[config.mk]
export PLATFORM = sky130hd
export DESIGN_NAME = e1_rx_clk_rec
export DESIGN_NICKNAME = d
export VERILOG_FILES = /design/src/rtl/e1_rx_clk_rec.sv
export SDC_FILE = /design/constraint.sdc
export NUM_CORES = 1
export LEC_CHECK = 0
export ABC_AREA = 1
export BUFFER_PORTS_ARGS = -buffer_cell sky130_fd_sc_hd__buf_2
export CORE_ASPECT_RATIO = 1.2
export CORE_MARGIN = 1
export CORE_UTILIZATION = 63
export CTS_BUF_LIST = sky130_fd_sc_hd__clkbuf_4 sky130_fd_sc_hd__clkbuf_8
export DETAILED_ROUTE_END_ITERATION = 10
export GPL_TIMING_DRIVEN = 0
export PLACE_DENSITY_LB_ADDON = 0.25
export SLEW_MARGIN = 15
export SYNTH_ARGS = -nofsm -noshare
export SYNTH_HDL_FRONTEND = slang
export SYNTH_SLANG_ARGS = --single-unit
[constraint.sdc]
create_clock -name clk -period 2 [get_ports clk]
set_input_delay 0.4 -clock clk [delete_from_list [all_inputs] [get_ports clk]]
set_output_delay 0.4 -clock clk [all_outputs]
set_load 0.005 [all_outputs]
[src/rtl/e1_rx_clk_rec.sv]
// rtl/e1_rx_clk_rec.sv - E1 receive clock/data recovery: sync, deglitch, phase track, LOS
module e1_rx_clk_rec #(
   parameter int DIV       = 15,
   parameter int SAMPLE_PH = 3,
   parameter int LOS_BITS  = 32
) (
   input  logic clk,
   input  logic rst_n,
   input  logic pad_pos,
   input  logic pad_neg,
   output logic out_pos,
   output logic out_neg,
   output logic out_valid,
   output logic los
);

   localparam logic [5:0] LP_DIV  = 6'(DIV);
   localparam logic [4:0] LP_HALF = 5'((DIV - 1) / 2);
   localparam logic [4:0] LP_SPH  = 5'(SAMPLE_PH);
   localparam logic [7:0] LP_LOS  = 8'(LOS_BITS);

   logic       r_pos_s0, r_pos_s1, r_neg_s0, r_neg_s1;
   logic [2:0] r_pos_h, r_neg_h;
   logic       r_filt_pos, r_filt_neg, r_any_d;
   logic [4:0] r_ph;
   logic [7:0] r_zrun;
   logic       r_out_pos, r_out_neg, r_out_valid, r_los;

   logic       w_any, w_edge, w_hold, w_step2, w_sample;
   logic [5:0] w_ph_p1, w_ph_p2, w_ph_wrap;
   logic [4:0] w_ph_next;
   logic [7:0] w_zrun_inc;
   logic       w_filt_pos_next, w_filt_neg_next;

   assign w_any   = r_filt_pos | r_filt_neg;
   assign w_edge  = w_any & ~r_any_d;
   // Edge in the first half means our clock runs early: stall; later half means late: skip ahead
   assign w_hold  = w_edge && (r_ph != 5'd0) && (r_ph <= LP_HALF);
   assign w_step2 = w_edge && (r_ph > LP_HALF);

   assign w_ph_p1   = {1'b0, r_ph} + 6'd1;
   assign w_ph_p2   = {1'b0, r_ph} + 6'd2;
   assign w_ph_wrap = w_ph_p2 - LP_DIV;

   always_comb begin
      w_ph_next = r_ph;
      if (w_hold) begin
         w_ph_next = r_ph;
      end else if (w_step2) begin
         if (w_ph_p2 >= LP_DIV) w_ph_next = w_ph_wrap[4:0];
         else                   w_ph_next = w_ph_p2[4:0];
      end else begin
         if (w_ph_p1 >= LP_DIV) w_ph_next = 5'd0;
         else                   w_ph_next = w_ph_p1[4:0];
      end
   end

   assign w_sample   = (r_ph == LP_SPH) && !w_hold;
   assign w_zrun_inc = (r_zrun == 8'hFF) ? r_zrun : r_zrun + 8'd1;

   always_comb begin
      w_filt_pos_next = r_filt_pos;
      w_filt_neg_next = r_filt_neg;
      if (&r_pos_h)       w_filt_pos_next = 1'b1;
      else if (~|r_pos_h) w_filt_pos_next = 1'b0;
      if (&r_neg_h)       w_filt_neg_next = 1'b1;
      else if (~|r_neg_h) w_filt_neg_next = 1'b0;
   end

   always_ff @(posedge clk or negedge rst_n) begin
      if (!rst_n) begin
         r_pos_s0    <= 1'b0;
         r_pos_s1    <= 1'b0;
         r_neg_s0    <= 1'b0;
         r_neg_s1    <= 1'b0;
         r_pos_h     <= 3'd0;
         r_neg_h     <= 3'd0;
         r_filt_pos  <= 1'b0;
         r_filt_neg  <= 1'b0;
         r_any_d     <= 1'b0;
         r_ph        <= 5'd0;
         r_zrun      <= 8'd0;
         r_out_pos   <= 1'b0;
         r_out_neg   <= 1'b0;
         r_out_valid <= 1'b0;
         r_los       <= 1'b1;
      end else begin
         r_pos_s0    <= pad_pos;
         r_pos_s1    <= r_pos_s0;
         r_neg_s0    <= pad_neg;
         r_neg_s1    <= r_neg_s0;
         r_pos_h     <= {r_pos_h[1:0], r_pos_s1};
         r_neg_h     <= {r_neg_h[1:0], r_neg_s1};
         r_filt_pos  <= w_filt_pos_next;
         r_filt_neg  <= w_filt_neg_next;
         r_any_d     <= w_any;
         r_ph        <= w_ph_next;
         r_out_valid <= w_sample;
         if (w_sample) begin
            r_out_pos <= r_filt_pos;
            r_out_neg <= r_filt_neg;
            if (w_any) begin
               r_zrun <= 8'd0;
               r_los  <= 1'b0;
            end else begin
               r_zrun <= w_zrun_inc;
               if (w_zrun_inc >= LP_LOS) r_los <= 1'b1;
            end
         end
      end
   end

   assign out_pos   = r_out_pos;
   assign out_neg   = r_out_neg;
   assign out_valid = r_out_valid;
   assign los       = r_los;

endmodule

# Word level (Yosys, flattened, before mapping)
# Index checks and enable logic that the tools add are counted.
# classes
n_eq_ne	4
order_cmp	5
div_mod_pow	0
reduce_logical	12
bitwise_logic	3
mux	11
multipliers	0
shifts	0
n_addsub	4
# ops
op	n
two-way mux 8 bit	2
two-way mux 5 bit	3
greater-or-equal comparator 6 x 4 -> 1 bit (second input constant)	2
adder 8 x 1 -> 8 bit (second input constant)	1
equality test 8 bit (second input constant)	1
greater-or-equal comparator 8 x 6 -> 1 bit (second input constant)	1
adder 5 x 1 -> 6 bit (second input constant)	1
adder 5 x 2 -> 6 bit (second input constant)	1
two-way mux 1 bit	6
AND reduction 3 bit	2
OR reduction 3 bit	2
equality test 5 x 2 -> 1 bit (second input constant)	1
> comparator 5 x 3 -> 1 bit (second input constant)	1
less-or-equal comparator 5 x 3 -> 1 bit (second input constant)	1
nonzero test 5 bit	1
subtractor 5 x 4 -> 5 bit (second input constant)	1
logical AND 1 bit	4
!= test 2 bit (second input constant)	2
AND reduction 2 bit	1
nonzero test 2 bit	1
AND 1 bit	1
zero test 1 bit	1
NOT 1 bit	1
bitwise OR 1 bit	1
# word_totals
latchBits	0
ff_bits	30
rom_bits	0
word_cells	54
mem_count	0
ram_bits	0
inputBits	4

# Depth between registers and ports, before layout
# logic_depth
word_depth	7
ltp_mapped	11
mapped_depth_nobuf	11

# Worst setup path after synthesis
# No wires, ideal clock.
# synth_timing
kind	register -> register
start	register r_ph[2]
end	register r_zrun[4]
required_time_ns	1.879
arrival_time_ns	1.440
setup_time_ns	0.121
stages_incl_launch_ff	10
setup_slack_ns	0.439
path_buffers	1
path_cell_list	dfrtp_1 -> ha_1 -> nand2_2 -> o21ai_2 -> nor2_4 -> nor2_4 -> inv_2 -> buf_6 -> nand2_1 -> o21ai_2
# synth_between
elab_chain_cells	5
elab_cells_between_ends	7
cone_classes	1 x order compare; 1 x eq/ne; 5 x reduce/logical
# synth_lines
element	line_no	source
start: declaration	25	logic [4:0] r_ph;
start signal: assignment	97	r_ph <= w_ph_next;
branches (longest 4 deep; another with less-or-equal comparator 5 x 3 -> 1 bit)	-	
logical AND 1 bit (*)	58	assign w_sample = (r_ph == LP_SPH) && !w_hold;
end signal: assignment	106	r_zrun <= w_zrun_inc;
end: declaration	26	logic [7:0] r_zrun;
# Mark *: on every way between the ends.
# A chain may end at the register's enable or synchronous reset.

# Worst setup path in the final report
# layout_timing
start	register r_ph[2]
end	register r_ph[1]
# layout_between
elab_chain_cells	4
elab_cells_between_ends	13
cone_classes	2 x add/sub; 4 x order compare; 3 x mux; 4 x reduce/logical
# layout_lines
element	line_no	source
adder 5 x 1 -> 6 bit / adder 5 x 2 -> 6 bit (equally long branches)	41, 42	
greater-or-equal comparator 6 x 4 -> 1 bit, on equally long branches	53, 50	
two-way mux 5 bit, on equally long branches	53, 50	
two-way mux 5 bit	49	end else if (w_step2) begin
# Several ways; a longest one is shown, not always the timed one.

==> flow_metrics.py <==
metrics = {
    "outcome": {
        "status": "complete, no violations",
    },
    "floorplanning": {
        "die_h_um": 58.5,
        "die_area_um2": 2870,
        "die_width_um": 49.1,
        "initial_utilization_pct": 66.3,
        "num_rows": 20,
        "ios": 8,
        "fp.coreArea_um2": 2530,
    },
    "global_routing": {
        "grt_first_pass_wirelength_mm": 5.76,
        "antenna_found_initial": 0,
        "gr-usage-all-layers_pct": 26.8,
        "grt_start_max_net_pins": 31,
        "globalRoute.totalOverflow": 0,
        "grt_pass1_vias": 1418,
    },
    "layout": {
        "drive_above_1_share_pct": 16.4,
        "fin_nets": 231,
        "final_util_pct": 72.6,
        "antenna_cells": 0,
        "finish.instance_area_um2": 1840,
        "finalNonFillerCells": 253,
        "area_growth_pct": 9.48,
    },
    "synthesis": {
        "avgSynthCellArea_um2": 8.14,
        "yosysTopAreaCell": "dfrtp_1",
        "synth_cells": 206,
        "yosys_warnings": 0,
        "netlist.area_leader.share_pct": 43.3,
        "ys_async_sr_fraction_pct": 100,
        "synth-edff-count": 0,
        "synth_nets": 217,
        "syn_area_um2": 1680,
        "synth_ff_type": "dfrtp_1",
        "synth_seq_area_share_pct": 44.9,
        "ys_seq_elements": 30,
        "synthTopCellsByArea": "dfrtp_1 (43%), nand2_1 (11%), nand3_1 (6.3%)",
        "yosysUniqueCellTypes": 24,
    },
    "critical_path": {
        "crit_family": "simple AND/OR/NAND/NOR gates",
        "required_ps": 2220,
        "crit_buf_inv": 0,
        "crit-reg2reg-launch": "r_ph[2]$_DFFE_PN0P_",
        "worst-path-max-fanout": 9,
        "cpPeakStageDelay_ps": 530,
        "cp_slowest_cell": "dfrtp_1",
        "cp.arrival_ps": 2040,
        "rrSetupSlack_ps": 180,
        "path_cells": "ha_1 -> nand2_2 -> o21ai_2 -> nand2_1 -> nand3_1 -> nand2_1 -> nor2_1 -> nor2_1",
        "start_kind": "flop",
        "rr_worst_depth": 8,
        "reg2reg_to": "r_ph[1]$_DFFE_PN0P_",
        "critPathKind": "flop to flop",
        "cp-end-kind": "flop",
    },
    "timing": {
        "fmax_mhz": 548,
        "worst_pin_slew_ps": 642,
        "tns_ps": 0,
        "maxSlewViolCount": 0,
        "finClkSkew_ps": 4.23,
        "fin_crit_sh_pct": 91.2,
        "rsz0062_at_grt": "false",
        "setup_viol": 0,
        "hold_violations": 0,
        "period_needed_ps": 1820,
        "slew_headroom_pct": 57.2,
    },
    "cts": {
        "root_buffer": "clkbuf_4",
        "clkLatencyLatePin_ps": 320,
        "cts_buffers": 5,
        "htreeDepth": 2,
        "path_clk_slew_ps": 90,
        "cts_tree": "yes",
        "cts.path.max_buffers": 2,
        "clock-sinks": 30,
        "cts_setup_buffers": 0,
    },
    "place": {
        "place.gp.congestion": 0.884,
        "post_dp_cell_area_um2": 1750,
        "hpwl_mm": 2.33,
        "dpl.cell_count": 246,
        "numPortBuffers": 7,
    },
    "power": {
        "power_density_nw_per_um2": 1270,
        "power.total_w": 0.00234,
        "p_leak_nw": 0.900,
        "vdd_drop_max_mv": 0.921,
    },
    "route": {
        "route.detailed.drc": 0,
        "wl_mm": 3.18,
        "vias_per_cell": 5.53,
        "firstDrtPassIters": 4,
        "antenna_left": 0,
        "wl_per_cell_um": 12.6,
        "drt_iter0_drc": 67,
        "dr_total_vias": 1399,
    },
    "min_path": {
        "hold_path.class": "input pin to asynchronous set/reset pin",
    },
    "run": {
        "drv_cap": 0,
    },
}
-- cell usage in the layout (no fill, tap or decap), types with 4 or more instances in the layout --
| cell type | count |
|---|---|
| dfrtp_1 | 28 |
| ha_1 | 7 |
| clkbuf_4 | 5 |
| nand3_1 | 21 |
| nor2_1 | 17 |
| o21ai_0 | 8 |
| o21ai_1 | 6 |
| nand2_1 | 50 |
| xor2_1 | 5 |
| buf_2 | 7 |
| a21oi_1 | 5 |
| nand2_2 | 4 |
| inv_1 | 26 |
| nor2_4 | 5 |
-- how the worst max path moves through the flow --
stage | startpoint | to | cells after the start
2_1_floorplan | r_ph[2]$_DFFE_PN0P_ | r_zrun[4]$_DFFE_PN0P_ | 9
3_3_place_gp | r_ph[1]$_DFFE_PN0P_ | r_ph[3]$_DFFE_PN0P_ | 9
3_5_place_dp | r_ph[1]$_DFFE_PN0P_ | r_ph[3]$_DFFE_PN0P_ | 9
4_1_cts | r_ph[1]$_DFFE_PN0P_ | r_ph[3]$_DFFE_PN0P_ | 9
5_1_grt | r_ph[2]$_DFFE_PN0P_ | r_ph[1]$_DFFE_PN0P_ | 8
6_report | r_ph[2]$_DFFE_PN0P_ | r_ph[1]$_DFFE_PN0P_ | 8
-- synthesized netlist by cell type, drive strengths merged (3+ instances only) --
library cell	count
ha	7
o21ai	16
a21oi	6
buf	3
inv	28
nor3	3
xor2	5
nand3	22
nor2	24
dfrtp	29
nand2	54
-- layout make-up --
type,instances,area (um^2)
Timing Repair Buffer,7,35.0
Multi-Input combinational cell,145,786
Clock inverter,1,30.0
Tap cell,33,41.3
Inverter,28,105
Clock buffer,6,51.3
Buffer,3,33.8
Sequential cell,30,753
Fill cell,195,692
-- cells by family (layout without fill, tap and decap cells) --
logic type | after synthesis | count (layout) | synth area share [%]
fa+ha+maj | 7 | 7 | 5.22
simple gates | 105 | 105 | 29.1
xor+xnor | 7 | 7 | 3.66
flops | 30 | 30 | 44.9
compound gates | 26 | 26 | 8.88
buf+inv | 31 | 45 | 8.28
-- through the flow --
step | hold slack [ps] | worst slack [ps]
after floorplan | 104 | 439
after global placement | 333 | 252
after detailed placement | 335 | 200
after CTS | 102 | 191
after global routing | 135 | 6.31
final | 95.4 | 176
-- repair_timing --
item                                    CTS  global route
endpoints found under the setup margin    0             1
hold buffers                              0             0
resized for setup                         0             1
-- flip-flops by register name, summed over array words and instances (netlist names), 3 cells and up --
register,count
r_zrun,8
r_ph,5
r_neg_h,3
r_pos_h,3
-- routing by layer --
| metal | global-route usage (%) | part of all wire, % | vias up |
|---|---|---|---|
| met4 | 19.3 | 3.4 | 0 |
| met2 | 47.7 | 55 | 35 |
| li1 | - | - | 684 |
| met3 | 6.46 | 3.5 | 17 |
| met1 | 27.4 | 38 | 663 |
| met5 | 0 | 0 | - |
-- worst reg2reg max path, delay by kind of cell, from the launching register on --
kind / cells / cell delay, ps
simple gates: 6 / 640
flops: 1 / 530
fa+ha+maj: 1 / 320
compound gates: 1 / 220
-- where the power goes --
part	switching (W)	internal, W	total [W]
logic	0.000621	0.000385	0.00101
clock network	0.000200	0.000291	0.000491
registers	0.000128	0.000714	0.000842
(Power assumes the default switching activity.)
